[src/rtl/fft_frame_sequencer_if.sv]
// fft_frame_sequencer_if: FFT config, data-in and data-out handshakes.
// master = sequencer side, slave = FFT core side.
interface fft_frame_sequencer_if;
  logic [7:0]  cfgTdata;
  logic        cfgTvalid;
  logic        cfgTready;
  logic [15:0] sTdata;
  logic        sTvalid;
  logic        sTready;
  logic        sTlast;
  logic        mTvalid;
  logic        mTlast;

  modport master (
    output cfgTdata, cfgTvalid,
    input  cfgTready,
    output sTdata, sTvalid, sTlast,
    input  sTready,
    input  mTvalid, mTlast
  );

  modport slave (
    input  cfgTdata, cfgTvalid,
    output cfgTready,
    input  sTdata, sTvalid, sTlast,
    output sTready,
    output mTvalid, mTlast
  );
endinterface

[src/rtl/fft_frame_sequencer.sv]
// fft_frame_sequencer: FFT reset/config, capture arm, frame load, unload.
// Option macro FFT_SEQ_FREERUN_EN: rearm automatically after each frame.
module fft_frame_sequencer #(
  parameter int unsigned NPTS_LOG2 = 10,
  parameter logic [7:0]  CFG_WORD  = 8'h00
) (
  input  logic                 ckaTime,
  input  logic                 aresetn,
  input  logic                 flgRestart,
  input  logic                 flgStartAcquisition,
  input  logic                 flgCaptureDone,
  output logic                 flgArmCapture,
  output logic [NPTS_LOG2-1:0] addrbTime,
  input  logic [7:0]           dinbTime,
  output logic                 fftResetn,
  fft_frame_sequencer_if.master axi,
  output logic [NPTS_LOG2-1:0] addrFreq,
  output logic                 busy,
  output logic                 flgFrameDone,
  output logic                 errFrame
);

  typedef enum logic [2:0] {
    RES0, RES1, CONFIG, IDLE,
    ARM, CAPTURE, LOAD, DRAIN
  } state_t;

  localparam logic [NPTS_LOG2-1:0] LAST = '1;

  state_t               state;
  logic                 cfg_valid;
  logic [NPTS_LOG2:0]   rd_cnt;
  logic [NPTS_LOG2-1:0] ld_cnt;
  logic                 inflight;
  logic [1:0]           fill;
  logic [7:0]           head;
  logic [7:0]           tail;
  logic [2:0]           occ;
  logic                 load;
  logic                 s_valid;
  logic                 pop;
  logic                 push;
  logic                 issue;
  logic                 last_acc;
  logic                 m_last;

  assign load     = state == LOAD;
  assign s_valid  = fill != 2'd0;
  assign pop      = s_valid && axi.sTready;
  assign push     = inflight;
  assign occ      = {1'b0, fill} + {2'b00, inflight}
                  - {2'b00, pop};
  assign issue    = load && !rd_cnt[NPTS_LOG2]
                  && occ < 3'd2;
  assign last_acc = pop && ld_cnt == LAST;
  assign m_last   = axi.mTvalid && axi.mTlast;

  assign addrbTime     = rd_cnt[NPTS_LOG2-1:0];
  assign axi.cfgTvalid = cfg_valid;
  assign axi.cfgTdata  = cfg_valid ? CFG_WORD : 8'h00;
  assign axi.sTvalid   = s_valid;
  assign axi.sTdata    = {8'h00, head};
  assign axi.sTlast    = s_valid && ld_cnt == LAST;

  // Frame FSM with registered control outputs
  always_ff @(posedge ckaTime or negedge aresetn) begin
    if (!aresetn) begin
      state         <= RES0;
      fftResetn     <= 1'b0;
      busy          <= 1'b1;
      cfg_valid     <= 1'b0;
      flgArmCapture <= 1'b0;
      flgFrameDone  <= 1'b0;
    end else begin
      flgArmCapture <= 1'b0;
      flgFrameDone  <= 1'b0;
      if (flgRestart) begin
        state     <= RES0;
        fftResetn <= 1'b0;
        busy      <= 1'b1;
        cfg_valid <= 1'b0;
      end else begin
        unique case (state)
          RES0: state <= RES1;
          RES1: begin
            state     <= CONFIG;
            fftResetn <= 1'b1;
            cfg_valid <= 1'b1;
          end
          CONFIG: if (axi.cfgTready) begin
            state     <= IDLE;
            cfg_valid <= 1'b0;
            busy      <= 1'b0;
          end
          IDLE: if (flgStartAcquisition) begin
            state         <= ARM;
            busy          <= 1'b1;
            flgArmCapture <= 1'b1;
          end
          ARM: state <= CAPTURE;
          CAPTURE: if (flgCaptureDone) state <= LOAD;
          LOAD: if (last_acc) begin
            state        <= DRAIN;
            flgFrameDone <= m_last;
          end
          DRAIN: begin
            if (flgFrameDone) begin
`ifdef FFT_SEQ_FREERUN_EN
              state         <= ARM;
              flgArmCapture <= 1'b1;
`else
              state <= IDLE;
              busy  <= 1'b0;
`endif
            end else begin
              flgFrameDone <= m_last;
            end
          end
          default: state <= RES0;
        endcase
      end
    end
  end

  // Load path: read issue, BRAM latency tracking, 2-entry skid FIFO
  always_ff @(posedge ckaTime or negedge aresetn) begin
    if (!aresetn) begin
      rd_cnt   <= '0;
      ld_cnt   <= '0;
      inflight <= 1'b0;
      fill     <= 2'd0;
      head     <= 8'h00;
      tail     <= 8'h00;
    end else if (flgRestart || !load) begin
      rd_cnt   <= '0;
      ld_cnt   <= '0;
      inflight <= 1'b0;
      fill     <= 2'd0;
      head     <= 8'h00;
      tail     <= 8'h00;
    end else begin
      inflight <= issue;
      if (issue) rd_cnt <= rd_cnt + 1'b1;
      if (pop) ld_cnt <= ld_cnt + 1'b1;
      unique case ({push, pop})
        2'b10: begin
          if (fill == 2'd0) head <= dinbTime;
          else tail <= dinbTime;
          fill <= fill + 2'd1;
        end
        2'b01: begin
          head <= tail;
          fill <= fill - 2'd1;
        end
        2'b11: begin
          if (fill == 2'd1) begin
            head <= dinbTime;
          end else begin
            head <= tail;
            tail <= dinbTime;
          end
        end
        default: ;
      endcase
    end
  end

  // Unload index and sticky framing error
  always_ff @(posedge ckaTime or negedge aresetn) begin
    if (!aresetn) begin
      addrFreq <= '0;
      errFrame <= 1'b0;
    end else begin
      if (state == RES0 || state == RES1)
        addrFreq <= '0;
      else if (axi.mTvalid)
        addrFreq <= axi.mTlast ? '0 : addrFreq + 1'b1;
      if (state == RES0)
        errFrame <= 1'b0;
      else if (m_last && addrFreq != LAST)
        errFrame <= 1'b1;
    end
  end

endmodule

[src/flat_wrapper.sv]
// flat-port wrapper written by rule: the top's interface ports become plain ports
module fft_frame_sequencer_flat 
#(
  parameter int unsigned NPTS_LOG2 = 10,
  parameter logic [7:0]  CFG_WORD  = 8'h00
)
  (ckaTime, aresetn, flgRestart, flgStartAcquisition, flgCaptureDone, flgArmCapture, addrbTime, dinbTime, fftResetn, addrFreq, busy, flgFrameDone, errFrame, axi_cfgTdata, axi_cfgTvalid, axi_cfgTready, axi_sTdata, axi_sTvalid, axi_sTlast, axi_sTready, axi_mTvalid, axi_mTlast);
  fft_frame_sequencer_if axi_i ();
  input  logic ckaTime;
  input  logic aresetn;
  input  logic flgRestart;
  input  logic flgStartAcquisition;
  input  logic flgCaptureDone;
  output logic flgArmCapture;
  output logic [NPTS_LOG2-1:0] addrbTime;
  input  logic [7:0] dinbTime;
  output logic fftResetn;
  output logic [NPTS_LOG2-1:0] addrFreq;
  output logic busy;
  output logic flgFrameDone;
  output logic errFrame;
  output wire logic [$bits(axi_i.cfgTdata)-1:0] axi_cfgTdata;
  output wire logic [$bits(axi_i.cfgTvalid)-1:0] axi_cfgTvalid;
  input wire logic [$bits(axi_i.cfgTready)-1:0] axi_cfgTready;
  output wire logic [$bits(axi_i.sTdata)-1:0] axi_sTdata;
  output wire logic [$bits(axi_i.sTvalid)-1:0] axi_sTvalid;
  output wire logic [$bits(axi_i.sTlast)-1:0] axi_sTlast;
  input wire logic [$bits(axi_i.sTready)-1:0] axi_sTready;
  input wire logic [$bits(axi_i.mTvalid)-1:0] axi_mTvalid;
  input wire logic [$bits(axi_i.mTlast)-1:0] axi_mTlast;
  assign axi_cfgTdata = axi_i.cfgTdata;
  assign axi_cfgTvalid = axi_i.cfgTvalid;
  assign axi_i.cfgTready = axi_cfgTready;
  assign axi_sTdata = axi_i.sTdata;
  assign axi_sTvalid = axi_i.sTvalid;
  assign axi_sTlast = axi_i.sTlast;
  assign axi_i.sTready = axi_sTready;
  assign axi_i.mTvalid = axi_mTvalid;
  assign axi_i.mTlast = axi_mTlast;
  fft_frame_sequencer #(.NPTS_LOG2(NPTS_LOG2), .CFG_WORD(CFG_WORD)) u_core (.ckaTime(ckaTime), .aresetn(aresetn), .flgRestart(flgRestart), .flgStartAcquisition(flgStartAcquisition), .flgCaptureDone(flgCaptureDone), .flgArmCapture(flgArmCapture), .addrbTime(addrbTime), .dinbTime(dinbTime), .fftResetn(fftResetn), .axi(axi_i), .addrFreq(addrFreq), .busy(busy), .flgFrameDone(flgFrameDone), .errFrame(errFrame));
endmodule
[config.mk]
export PLATFORM = sky130hd
export DESIGN_NAME = fft_frame_sequencer_flat
export DESIGN_NICKNAME = d
export VERILOG_FILES = /design/src/rtl/fft_frame_sequencer_if.sv /design/src/rtl/fft_frame_sequencer.sv /design/src/flat_wrapper.sv
export SDC_FILE = /design/constraint.sdc
export NUM_CORES = 1
export LEC_CHECK = 0
export BUFFER_PORTS_ARGS = -buffer_cell sky130_fd_sc_hd__buf_2
export CORE_UTILIZATION = 55
export DETAILED_ROUTE_END_ITERATION = 8
export PLACE_DENSITY = 0.8
export SYNTH_ARGS = -nofsm -noshare
export SYNTH_HDL_FRONTEND = slang
export SYNTH_SLANG_ARGS = --single-unit
export TNS_END_PERCENT = 1
[constraint.sdc]
create_clock -name ckaTime -period 4.6 [get_ports ckaTime]
set_input_delay 0.92 -clock ckaTime [delete_from_list [all_inputs] [get_ports ckaTime]]
set_output_delay 0.92 -clock ckaTime [all_outputs]
set_load 0.01 [all_outputs]
# Yosys cells after proc, flatten, opt, wreduce, memory -nomap -nowiden
# Index checks and enable logic that the tools add are counted.
# word_totals
register_bits	59
# op_classes
reduce_logical	29
add_sub_neg	7
n_lt_le_gt_ge	1
n_eq_ne	21
muxes	43
# ops
cell	n
$mux 10	5
$mux 8	6
$pmux 3 s8	1
$pmux 8 s3	1
$mux 11	2
$add 10x1->10 const B	2
$mux 3	6
$mux 1	16
$pmux 8 s2	1
$eq 3x3->1 const B	4
$ne 3x3->1 const B	4
$reduce_bool 2->1	6
$add 11x1->11 const B	1
$eq 10x10->1 const B	1
$ne 10x10->1 const B	1
$ne 3x2->1 const B	3
$reduce_bool 3->1	3
$reduce_bool 4->1	2
$logic_and 1x1->1	7
$eq 3x2->1 const B	2
$reduce_and 5->1	1
$eq 2x1->1 const B	2
$eq 2x2->1 const B	2
$pmux 1 s2	2
other kinds (17)	20

# Logic depth before layout (Yosys ltp)
# Gate-level depths: netlist of the first run.
# depth
ltp_word	7
ltp_mapped	14
mapped_depth_nobuf	11

# Least setup slack after synthesis of the first run
# OpenSTA, ideal clock, no wires.
# synth_path
path_type	in2reg
from	input port axi_sTready
to	register u_core.rd_cnt[5]
cell_stages	11
arrival_ns	3.549
setup_ns	0.066
t_required_ns	4.534
slack_ns	0.985
path_cell_list	nor2b_1 > clkbuf_1 > inv_1 > ha_1 > nand2b_1 > fa_1 > nand2b_4 > buf_6 > or4_4 > or4_1 > nand2_1
# synth_between
elab_chain_len	5
# synth_lines
element	line_no	rtl
from (decl)	flat_wrapper.sv:28	input wire logic [$bits(axi_i.sTready)-1:0] axi_sTready;
$logic_and 1x1->1	fft_frame_sequencer.sv:49	assign pop = s_valid && axi.sTready;
$sub 3x1->3	fft_frame_sequencer.sv:52	- {2'b00, pop};
$lt 3x2->1	fft_frame_sequencer.sv:54	&& occ < 3'd2;
$logic_and 1x1->1	fft_frame_sequencer.sv:54	
$reduce_bool 2->1 (no line)	--	
to (signal assigned)	fft_frame_sequencer.sv:143	if (issue) rd_cnt <= rd_cnt + 1'b1;
to (decl)	fft_frame_sequencer.sv:32	logic [NPTS_LOG2:0] rd_cnt;
# No other way between the ends.
# A chain may end at the register's enable or synchronous reset.

# Worst setup path in the final report of the first run
# layout_path
from	register u_core.fill[1]
to	register u_core.rd_cnt[5]
# layout_between
elab_chain_len	6
# layout_lines
element	line_no	rtl
from (decl)	fft_frame_sequencer.sv:35	logic [1:0] fill;
from (signal assigned)	fft_frame_sequencer.sv:149	fill <= fill + 2'd1;
from (signal assigned)	fft_frame_sequencer.sv:153	fill <= fill - 2'd1;
branches (longest 2 deep; another with $add 2x1->3)	--	
$sub 3x1->3 *	fft_frame_sequencer.sv:52	
$lt 3x2->1 *	fft_frame_sequencer.sv:54	
$logic_and 1x1->1 *	fft_frame_sequencer.sv:54	
$reduce_bool 2->1 (no line) *	--	
# Every way passes the cells marked *.

==> impl_metrics.env, run 1 <==
export IMPL_status="complete, no violations"
export IMPL_yosysSeqAreaShare_pct=45.7
export IMPL_cts_setup_buffers=0
export IMPL_tightest_slew_ps=644
export IMPL_ys_flop_type="dfrtp_1"
export IMPL_hold_end="u_core.head[6]"
export IMPL_r2r_end="u_core.rd_cnt[5]"
export IMPL_hold_depth=1
export IMPL_synth_edf_count=0
export IMPL_gp_congestion=0.819
export IMPL_dp_hpwl_microns=4510
export IMPL_routed_wl_microns=6420
export IMPL_track_usage_pct=23.2
export IMPL_grt_start_max_net_pins=39
export IMPL_clk_pin_slew_ps=70
export IMPL_diodes=0
export IMPL_cts_root_buf="clkbuf_8"
export IMPL_hold_viol=0
export IMPL_yosys_warnings=0
export IMPL_synth_cells=331
export IMPL_cts_buffers=9
export IMPL_clock_path_buffers=2
export IMPL_vias_per_cell=5.47
export IMPL_muxShareOfSynthArea_pct=6.24
export IMPL_synth_compound_area_share_pct=10.1
export IMPL_layout_commonest_cell="dfrtp_1"
export IMPL_period_minus_slack_ps=3660
export IMPL_cts_resized=0
export IMPL_min_path_type="reg -> reg"
export IMPL_final_nets=398
export IMPL_syn_cell_area_sq_um=3230
export IMPL_dieArea_sq_um=6180
export IMPL_critPathTopFamily="simple AND/OR/NAND/NOR gates"
export IMPL_leakage_uw=0.00178
export IMPL_grt_pass1_wl_microns=10900
export IMPL_final_core_util_pct=64.6
export IMPL_postCtsHoldBufs=0
export IMPL_synthAdderAreaFrac_pct=2.94
export IMPL_start_util_pct=58.0
export IMPL_core_area_sq_um=5570
export IMPL_synthXorXnorAreaFrac_pct=4.84
export IMPL_synth_seq_cells=59
export IMPL_holdCritStartpoint="u_core.head[6]"
export IMPL_synth_distinct_cells=52
export IMPL_antenna_found_initial=0
export IMPL_io_buffer_count=52
export IMPL_period_share_pct=79.7
export IMPL_async_flop_share_pct=100
export IMPL_rsz0062_at_grt="false"
export IMPL_p_per_area_nw_per_um2=299
export IMPL_via_count=2467
export IMPL_maxCapViolCount=0
export IMPL_slew_headroom_pct=56.9
export IMPL_p_int_uw=814
export IMPL_fin_tns_setup_ps=0
export IMPL_fmax_mhz=273
export IMPL_die_h_microns=78.6
export IMPL_critical_path_arrival_ps=3940
export IMPL_num_rows=27
export IMPL_syn_to_final_growth_pct=11.4
export IMPL_crit_chain="inv_1, ha_1, nor2b_1, inv_1, ha_1, nand2b_1, fa_1, nand2b_4, or4_4, or4_1, nand2_1"
export IMPL_cp_slowest_cell="fa_1"
export IMPL_drtIter0Drc=186
export IMPL_cts_num_sinks=59
export IMPL_ant_nets=0
export IMPL_cts_tree="yes"
export IMPL_r2r_setup_slack_ps=940
export IMPL_io_pins=69
export IMPL_slew_violations=0
export IMPL_drc_errors=0
export IMPL_r2r_cells=11
export IMPL_reg2reg_from="u_core.fill[1]"
export IMPL_max_stage_delay_ps=600
export IMPL_wl_per_cell_microns=14.2
export IMPL_required_ps=4880
export IMPL_cp_start_kind="flop"
export IMPL_synthSimpleGateAreaFrac_pct=21.6
export IMPL_critical_path_class="reg -> reg"
export IMPL_grt_overflow_total=0
export IMPL_dr_pass1_iters=4
export IMPL_synth_top_family_by_area="simple AND/OR/NAND/NOR gates"
export IMPL_vdd_drop_max_v=0.000203
export IMPL_p_sw_share_pct=24.2
export IMPL_combinationalPowerShare_pct=6.6
export IMPL_die_x_microns=78.6
export IMPL_syn_area_per_cell_sq_um=9.76
export IMPL_p_seq_share_pct=50.2
export IMPL_setup_viol=0
export IMPL_power_switching_uw=260
export IMPL_crit_fanout=9
export IMPL_clockPowerShare_pct=43.2
export IMPL_layout_drive_gt1_share_pct=20.8
export IMPL_grt_pass1_vias=2305
export IMPL_htree_levels=3
export IMPL_clk_latency_ps=330
export IMPL_finalClockSkew_ps=7.91
export IMPL_cp_end_kind="flop"
export IMPL_worst_path_buf_inv=2
export IMPL_final_cell_mix="58 x dfrtp_1, 52 x buf_2, 44 x nor2_1"
[final cells by class]
cell class                      instances  area (sq um)
Fill cell                             490          1980
Multi-Input combinational cell        243          1540
Sequential cell                        59          1480
Clock buffer                           11           141
Clock inverter                          5          52.6
Timing Repair Buffer                   54           275
Tap cell                               72          90.1
Inverter                                7          26.3
[flip-flops by register name, summed over array words and instances, names as in the netlist]
name	count
u_core.rd_cnt	11
u_core.addrFreq	10
u_core.ld_cnt	10
u_core.head	8
u_core.tail	8
u_core.state	3
u_core.fill	2
u_core.axi.cfgTvalid	1
u_core.busy	1
u_core.errFrame	1
u_core.fftResetn	1
u_core.flgArmCapture	1
u_core.flgFrameDone	1
u_core.inflight	1
[Yosys cell counts, drive strengths merged, types with 3 or more instances]
cell,instances,area share [%]
o21ai,14,2.2
buf,30,6.9
xnor2,9,2.4
nand2b,6,1.4
nor2,44,5.1
ha,6,2.3
dfrtp,58,45
or2,3,0.58
a21oi,11,1.7
or4,3,0.81
nand2,22,2.6
nand3b,5,1.2
and3,6,1.2
clkbuf,7,0.81
nand4,4,0.77
mux2i,19,5.9
xor2,8,2.4
nand4b,3,0.81
nand3,12,1.9
nor4,7,1.5
o2bb2ai,8,2.2
nor2b,4,0.77
inv,7,0.81
nor3,6,0.93
[metrics by stage]
stage / area (sq um) / setup slack (ps) / total power (uW) / instances / hold slack [ps]
6_report: 3600 / 936 / 1070 / 451 / 486
5_1_grt: 3600 / 739 / 1120 / 451 / 505
4_1_cts: 3600 / 961 / 1090 / 451 / 490
3_5_place_dp: 3400 / 749 / 621 / 435 / 470
3_3_place_gp: 3400 / 841 / 618 / 435 / 468
2_1_floorplan: 3290 / 985 / 598 / 346 / 463
[per-layer routing]
| layer | track usage [%] | share of wire, % | vias to the layer above |
|---|---|---|---|
| met1 | 32.3 | 48 | 1179 |
| met5 | 0 | 0 | - |
| met3 | 4.77 | 4.4 | 8 |
| met2 | 34.7 | 46 | 74 |
| li1 | - | - | 1206 |
| met4 | 10.6 | 1.4 | 0 |
[worst max-delay path by stage]
stage	from	end	cells past startpoint
CTS	u_core.fill[1]	u_core.rd_cnt[5]	11
global route	u_core.fill[1]	u_core.rd_cnt[5]	11
floorplan	axi_sTready	u_core.rd_cnt[5]	11
finish	u_core.fill[1]	u_core.rd_cnt[5]	11
detailed placement	axi_sTready	u_core.rd_cnt[5]	10
global placement	axi_sTready	u_core.rd_cnt[5]	10
[cells by family after synthesis]
| kind of cell | count (synthesis) |
|---|---|
| flops | 59 |
| mux | 20 |
| xor+xnor | 17 |
| other cells | 1 |
| fa+ha+maj | 7 |
| buf+inv | 44 |
| simple gates | 134 |
| compound gates | 49 |
[power by group through the flow]
| stage | clock network, uW | logic (uW) | registers [uW] |
|---|---|---|---|
| after global routing | 498 | 82.0 | 541 |
| final | 464 | 71.2 | 540 |
| after detailed placement | 0 | 72.0 | 549 |
| after floorplan | 0 | 53.6 | 544 |
| after CTS | 474 | 71.8 | 539 |
| after global placement | 0 | 70.1 | 548 |
Note: power is estimated with default switching activity, not from simulation.
==> inputs of run 2 (changes only) <==
--- a/config.mk
+++ b/config.mk
@@ -6,9 +6,9 @@
 export NUM_CORES = 1
 export LEC_CHECK = 0
 export BUFFER_PORTS_ARGS = -buffer_cell sky130_fd_sc_hd__buf_2
-export CORE_UTILIZATION = 55
+export CORE_UTILIZATION = 49
 export DETAILED_ROUTE_END_ITERATION = 8
-export PLACE_DENSITY = 0.8
+export PLACE_DENSITY = 0.76
 export SYNTH_ARGS = -nofsm -noshare
 export SYNTH_HDL_FRONTEND = slang
 export SYNTH_SLANG_ARGS = --single-unit
==> constraint.sdc (replaced) <==
create_clock -name ckaTime -period 3.1 [get_ports ckaTime]
set_input_delay 0.62 -clock ckaTime [delete_from_list [all_inputs] [get_ports ckaTime]]
set_output_delay 0.62 -clock ckaTime [all_outputs]
set_load 0.01 [all_outputs]
==> run 2 against run 1 <==
Register-to-register slack got worse by 810 ps. Wire length up 2.7%. Cell count is 2.7% higher. Largest power group unchanged. Flip-flop and latch count did not move. Worst setup slack worse by 810 ps. Sequential share of layout area is 0.93 points lower. Non-clock buffer count rose by 7. Power increased by 44%. Critical path depth is the same. Via count is 1.2% higher.
==> impl_metrics.env, run 2 (synthesis results as in run 1) <==
export IMPL_p_per_area_nw_per_um2=421
export IMPL_layout_commonest_cell="dfrtp_1"
export IMPL_track_usage_pct=20.7
export IMPL_largest_reg_flops=11
export IMPL_io_pins=69
export IMPL_start_util_pct=50.9
export IMPL_cts_resized=0
export IMPL_crit_chain="inv_2, ha_2, nor2b_1, inv_2, ha_4, nand2b_4, fa_2, nand2b_4, or4_4, or4_1, nand2_1"
export IMPL_core_area_sq_um=6350
export IMPL_fmax_mhz=336
export IMPL_grt_start_max_net_pins=60
export IMPL_syn_to_final_growth_pct=14.1
export IMPL_gp_congestion=0.830
export IMPL_period_minus_slack_ps=2980
export IMPL_max_stage_delay_ps=550
export IMPL_grt_pass1_vias=2477
export IMPL_cts_setup_buffers=0
export IMPL_hold_viol=0
export IMPL_crit_fanout=8
export IMPL_maxCapViolCount=0
export IMPL_top_usage_layer="met2"
export IMPL_cts_root_buf="clkbuf_8"
export IMPL_final_cell_mix="57 x dfrtp_1, 52 x buf_2, 44 x nor2_1"
export IMPL_reg2reg_from="u_core.fill[1]"
export IMPL_postCtsHoldBufs=0
export IMPL_tightest_slew_ps=637
export IMPL_cts_buffers=9
export IMPL_min_path_type="in -> async"
export IMPL_cts_tree="yes"
export IMPL_period_share_pct=96.0
export IMPL_grt_pass1_wl_microns=11500
export IMPL_layout_drive_gt1_share_pct=23.8
export IMPL_slew_headroom_pct=57.4
export IMPL_io_buffer_count=52
export IMPL_finalClockSkew_ps=13.2
export IMPL_die_h_microns=83.2
export IMPL_vdd_drop_max_v=0.000308
export IMPL_dp_hpwl_microns=4520
export IMPL_drc_errors=0
export IMPL_clock_path_buffers=2
export IMPL_wl_per_cell_microns=14.2
export IMPL_setup_viol=0
export IMPL_r2r_cells=11
export IMPL_gr_usage_met1_pct=28.9
export IMPL_num_rows=29
export IMPL_clk_pin_slew_ps=70
export IMPL_htree_levels=3
export IMPL_diodes=0
export IMPL_required_ps=3380
export IMPL_dieArea_sq_um=6920
export IMPL_die_x_microns=83.2
export IMPL_slew_violations=0
export IMPL_r2r_end="u_core.rd_cnt[5]"
export IMPL_routed_wl_microns=6600
export IMPL_clk_latency_ps=340
export IMPL_rsz0062_at_grt="false"
export IMPL_dr_pass1_iters=4
export IMPL_drtIter0Drc=136
export IMPL_final_nets=405
export IMPL_use_met2_pct=31.7
export IMPL_grt_overflow_total=0
export IMPL_leakage_uw=0.00183
export IMPL_cp_start_kind="flop"
export IMPL_critical_path_class="reg -> reg"
export IMPL_antenna_found_initial=0
export IMPL_cts_num_sinks=59
export IMPL_cp_slowest_cell="fa_2"
export IMPL_vias_per_cell=5.39
export IMPL_top_register="u_core.rd_cnt"
export IMPL_critical_path_arrival_ps=3250
export IMPL_top_regs="u_core.rd_cnt (11), u_core.addrFreq (10), u_core.ld_cnt (10)"
export IMPL_cp_end_kind="flop"
export IMPL_pre_cts_ws_ps=34.5
export IMPL_globalRouteMet3Util_pct=4.27
export IMPL_layout_setup_ws_ps=123
export IMPL_r2r_setup_slack_ps=120
export IMPL_ant_nets=0
export IMPL_status="complete, no violations"
export IMPL_hold_slack_ps=254
export IMPL_via_count=2497
==> run 2: changes by cell type in the layout (fill, tap and decap cells not counted), sizes merged <==
cell | previous run | this run
buf | 54 | 61
clkbuf | 11 | 14
bufinv | 1 | 0
clkinv | 3 | 2
clkinvlp | 1 | 0
==> run 2: cell type report <==
type                       instances  area [sq um]
timing repair buffer              61           340
fill                             555          2670
sequential                        59          1480
multi-input combinational        243          1560
clock buffer                      14           173
tap                               77          96.3
clock inverter                     2          10.0
inverter                           7          26.3
==> run 2: stage by stage <==
step	area, sq um	utilization (%)	cells	setup TNS [ps]	power, uW
detailed placement	3500	55.2	447	0	925
finish	3680	58.0	463	0	1550
CTS	3680	58.0	463	0	1560
global route	3680	58.0	463	0	1620
global placement	3500	55.2	447	0	923
floorplan	3320	-	346	-77.5	887
==> run 2: how the worst max path moves through the flow <==
stage                         from               end  slack [ps]  cells after the start
finish              u_core.fill[1]  u_core.rd_cnt[5]         120                     11
global route        u_core.fill[1]  u_core.rd_cnt[5]          10                     11
CTS                 u_core.fill[1]  u_core.rd_cnt[5]         120                     11
detailed placement     axi_sTready  u_core.rd_cnt[5]          30                     10
global placement       axi_sTready  u_core.rd_cnt[5]          90                     10
floorplan           u_core.fill[0]  u_core.rd_cnt[5]         -80                     14
==> run 2: power breakdown <==
part / internal (uW) / switching [uW]
Clock: 354 / 287
Combinational: 41.1 / 68.2
Sequential: 782 / 18.8
==> run 2: routing by layer <==
metal | wire length (microns) | up-vias
li1 | - | 1215
met1 | 3100 | 1207
met2 | 3120 | 69
met3 | 310 | 6
met4 | 69 | 0
met5 | 0 | -
==> run 2: worst max-delay path: cells and delay by family (launching register included) <==
| kind | cells | cell delay [ps] |
|---|---|---|
| fa+ha+maj | 3 | 970 |
| flops | 1 | 430 |
| simple gates | 6 | 1390 |
| buf+inv | 2 | 130 |
==> inputs of run 3 (changes only) <==
--- a/config.mk
+++ b/config.mk
@@ -5,8 +5,9 @@
 export SDC_FILE = /design/constraint.sdc
 export NUM_CORES = 1
 export LEC_CHECK = 0
+export ABC_AREA = 1
 export BUFFER_PORTS_ARGS = -buffer_cell sky130_fd_sc_hd__buf_2
-export CORE_UTILIZATION = 49
+export CORE_UTILIZATION = 50
 export DETAILED_ROUTE_END_ITERATION = 8
 export PLACE_DENSITY = 0.76
 export SYNTH_ARGS = -nofsm -noshare
==> run 3 against run 2 <==
Flip-flop and latch count stayed put. Sequential power is 6.0% higher. Largest cell class unchanged. Worst hold slack got worse by 74 ps. Wire length grew 6.9%. Critical path type unchanged. Highest routed layer unchanged. Utilization barely moved.
==> impl_metrics.env, run 3 <==
export IMPL_yosysSeqAreaShare_pct=41.8
export IMPL_ys_flop_type="dfrtp_1"
export IMPL_critical_path_class="reg -> reg"
export IMPL_ant_nets=0
export IMPL_required_ps=3290
export IMPL_clock_path_buffers=2
export IMPL_final_cell_mix="111 x nand2_1, 58 x inv_1, 58 x dfrtp_1"
export IMPL_synth_distinct_cells=33
export IMPL_vias_per_cell=5.05
export IMPL_synthXorXnorAreaFrac_pct=0.248
export IMPL_cts_num_sinks=59
export IMPL_yosysMostFrequentCell="nand2_1"
export IMPL_cp_start_kind="flop"
export IMPL_yosys_warnings=0
export IMPL_core_area_sq_um=6830
export IMPL_crit_fanout=9
export IMPL_layout_setup_ws_ps=252
export IMPL_top_regs="u_core.rd_cnt (11), u_core.addrFreq (10), u_core.ld_cnt (10)"
export IMPL_tightest_slew_ps=504
export IMPL_fillers=647
export IMPL_leakage_uw=0.00212
export IMPL_dp_hpwl_microns=5120
export IMPL_finalClockSkew_ps=14.8
export IMPL_clk_latency_ps=330
export IMPL_grt_pass1_wl_microns=12200
export IMPL_combinationalPowerShare_pct=15.6
export IMPL_cp_end_kind="flop"
export IMPL_grt_overflow_total=0
export IMPL_slew_violations=0
export IMPL_drtIter0Drc=166
export IMPL_vdd_drop_max_v=0.000320
export IMPL_synth_seq_cells=59
export IMPL_htree_levels=3
export IMPL_grt_pass1_vias=2786
export IMPL_power_switching_uw=521
export IMPL_start_util_pct=51.8
export IMPL_synth_edf_count=0
export IMPL_top_register="u_core.rd_cnt"
export IMPL_die_x_microns=86.1
export IMPL_clockPowerShare_pct=38.1
export IMPL_syn_area_per_cell_sq_um=7.53
export IMPL_rsz0062_at_grt="false"
export IMPL_critical_path_arrival_ps=3030
export IMPL_wl_per_cell_microns=11.4
export IMPL_synthAdderAreaFrac_pct=2.69
export IMPL_cts_root_buf="clkbuf_8"
export IMPL_pre_cts_ws_ps=227
export IMPL_dieArea_sq_um=7410
export IMPL_via_count=3118
export IMPL_hold_viol=0
export IMPL_largest_reg_flops=11
export IMPL_clk_pin_slew_ps=70
export IMPL_gp_congestion=0.901
export IMPL_yosysTopAreaCell="dfrtp_1"
export IMPL_ys_top_cells_by_area="dfrtp_1 41%, nand2_1 12%, buf_4 6.4%, inv_1 6.2%, nand3_1 5.0%"
export IMPL_diodes=0
export IMPL_regArea_sq_um=1480
export IMPL_layout_drive_gt1_share_pct=18.2
export IMPL_slew_headroom_pct=66.4
export IMPL_antenna_found_initial=0
export IMPL_postCtsHoldBufs=0
export IMPL_p_int_uw=1310
export IMPL_p_sw_share_pct=28.4
export IMPL_num_rows=30
export IMPL_p_seq_share_pct=46.3
export IMPL_period_share_pct=91.9
export IMPL_die_h_microns=86.1
export IMPL_final_nets=542
export IMPL_multi_input_area_sq_um=1610
export IMPL_synth_cells=470
export IMPL_fin_tns_setup_ps=0
export IMPL_fmax_mhz=351
export IMPL_maxCapViolCount=0
export IMPL_async_flop_share_pct=100
export IMPL_synthTopCellsByCount="111 x nand2_1, 58 x dfrtp_1, 58 x inv_1, 38 x nor2_1, 35 x nand3_1"
export IMPL_synth_top_family_by_area="simple AND/OR/NAND/NOR gates"
export IMPL_drc_errors=0
export IMPL_track_usage_pct=21.0
export IMPL_syn_to_final_growth_pct=12.0
export IMPL_min_path_type="in -> async"
export IMPL_cts_buffers=9
export IMPL_synth_compound_area_share_pct=11.7
export IMPL_routed_wl_microns=7050
export IMPL_io_pins=69
export IMPL_netlist_area_leader_share_pct=41.0
export IMPL_setup_viol=0
export IMPL_dr_pass1_iters=4
export IMPL_p_per_area_nw_per_um2=463
export IMPL_io_buffer_count=52
export IMPL_grt_start_max_net_pins=36
export IMPL_cts_tree="yes"
export IMPL_muxShareOfSynthArea_pct=0
export IMPL_syn_cell_area_sq_um=3540
export IMPL_period_minus_slack_ps=2850
export IMPL_layout_commonest_cell="nand2_1"
export IMPL_status="complete, no violations"
export IMPL_synthSimpleGateAreaFrac_pct=28.9
-- run 3: cell types whose count changed after synthesis, moves of 12 or more --
cell / delta
nand2_1: +89
inv_1: +51
nand3_1: +23
o21ai_1: +20
mux2i_1: -19
nand4_1: +17
o21ai_0: +14
a21oi_1: +12
-- run 3: worst max-delay path: stages, from the launching register on --
cell     delay (ps)
dfrtp_1         420
inv_1           110
ha_1            230
inv_2            90
nand2_4         100
ha_1            380
nor2_1          160
inv_1            80
fa_1            540
nand4_1         190
nand2_4         210
inv_2            80
nand2_1          60
o21ai_0          90
-- run 3: cell type report --
type / instances / area share (%)
timing repair buffer: 57 / 7.83
tap: 96 / 3.03
clock inverter: 2 / 0.884
clock buffer: 13 / 4.01
multi-input combinational: 324 / 40.5
inverter: 67 / 6.41
sequential: 59 / 37.3
-- run 3: path summary, 6_finish.rpt --
path                                      from  cells past startpoint                to  slack, ps
worst max-delay path            u_core.fill[1]                     13  u_core.rd_cnt[0]        250
worst min-delay path                   aresetn                      1    u_core.head[6]        180
worst max register to register  u_core.fill[1]                     13  u_core.rd_cnt[0]        250
worst min register to register  u_core.head[2]                      2    u_core.head[2]        470
max in group asynchronous              aresetn                      2    u_core.fill[1]       2250
min in group ckaTime            u_core.head[2]                      2    u_core.head[2]        470
-- run 3: per-layer routing --
layer  vias up  share of wire (%)  track usage [%]
met5         -                  0                0
met4         0               0.74             7.27
met3         4                5.1             6.16
met2        81                 47             34.2
met1      1453                 47             26.8
li1       1580                  -                -
-- run 3: cells by family after synthesis --
group,Yosys count
AO/OA/AOI/OAI,77
buffers and inverters,102
adder cells (fa/ha/maj),7
flip-flops,59
XOR/XNOR,1
AND/OR/NAND/NOR,223
other,1
-- run 3: power groups by stage --
stage | clock (uW) | sequential, uW | combinational [uW]
6_report | 699 | 848 | 286
5_1_grt | 753 | 854 | 327
4_1_cts | 716 | 848 | 287
3_5_place_dp | 0 | 862 | 286
3_3_place_gp | 0 | 861 | 281
2_1_floorplan | 0 | 855 | 232
-- run 3: through the flow --
stage	std cells	utilization, %	instance area (sq um)	hold WS (ps)	total power (uW)
after global routing	618	58.0	3960	183	1930
after global placement	600	54.5	3730	461	1140
after CTS	615	57.4	3920	174	1850
after detailed placement	600	54.5	3730	468	1150
final	618	58.0	3960	180	1830
after floorplan	485	-	3590	324	1090
-- run 3: repair_timing --
item	CTS	global route
endpoints found under the setup margin	0	2
buffers inserted	0	3
resized for setup	0	2
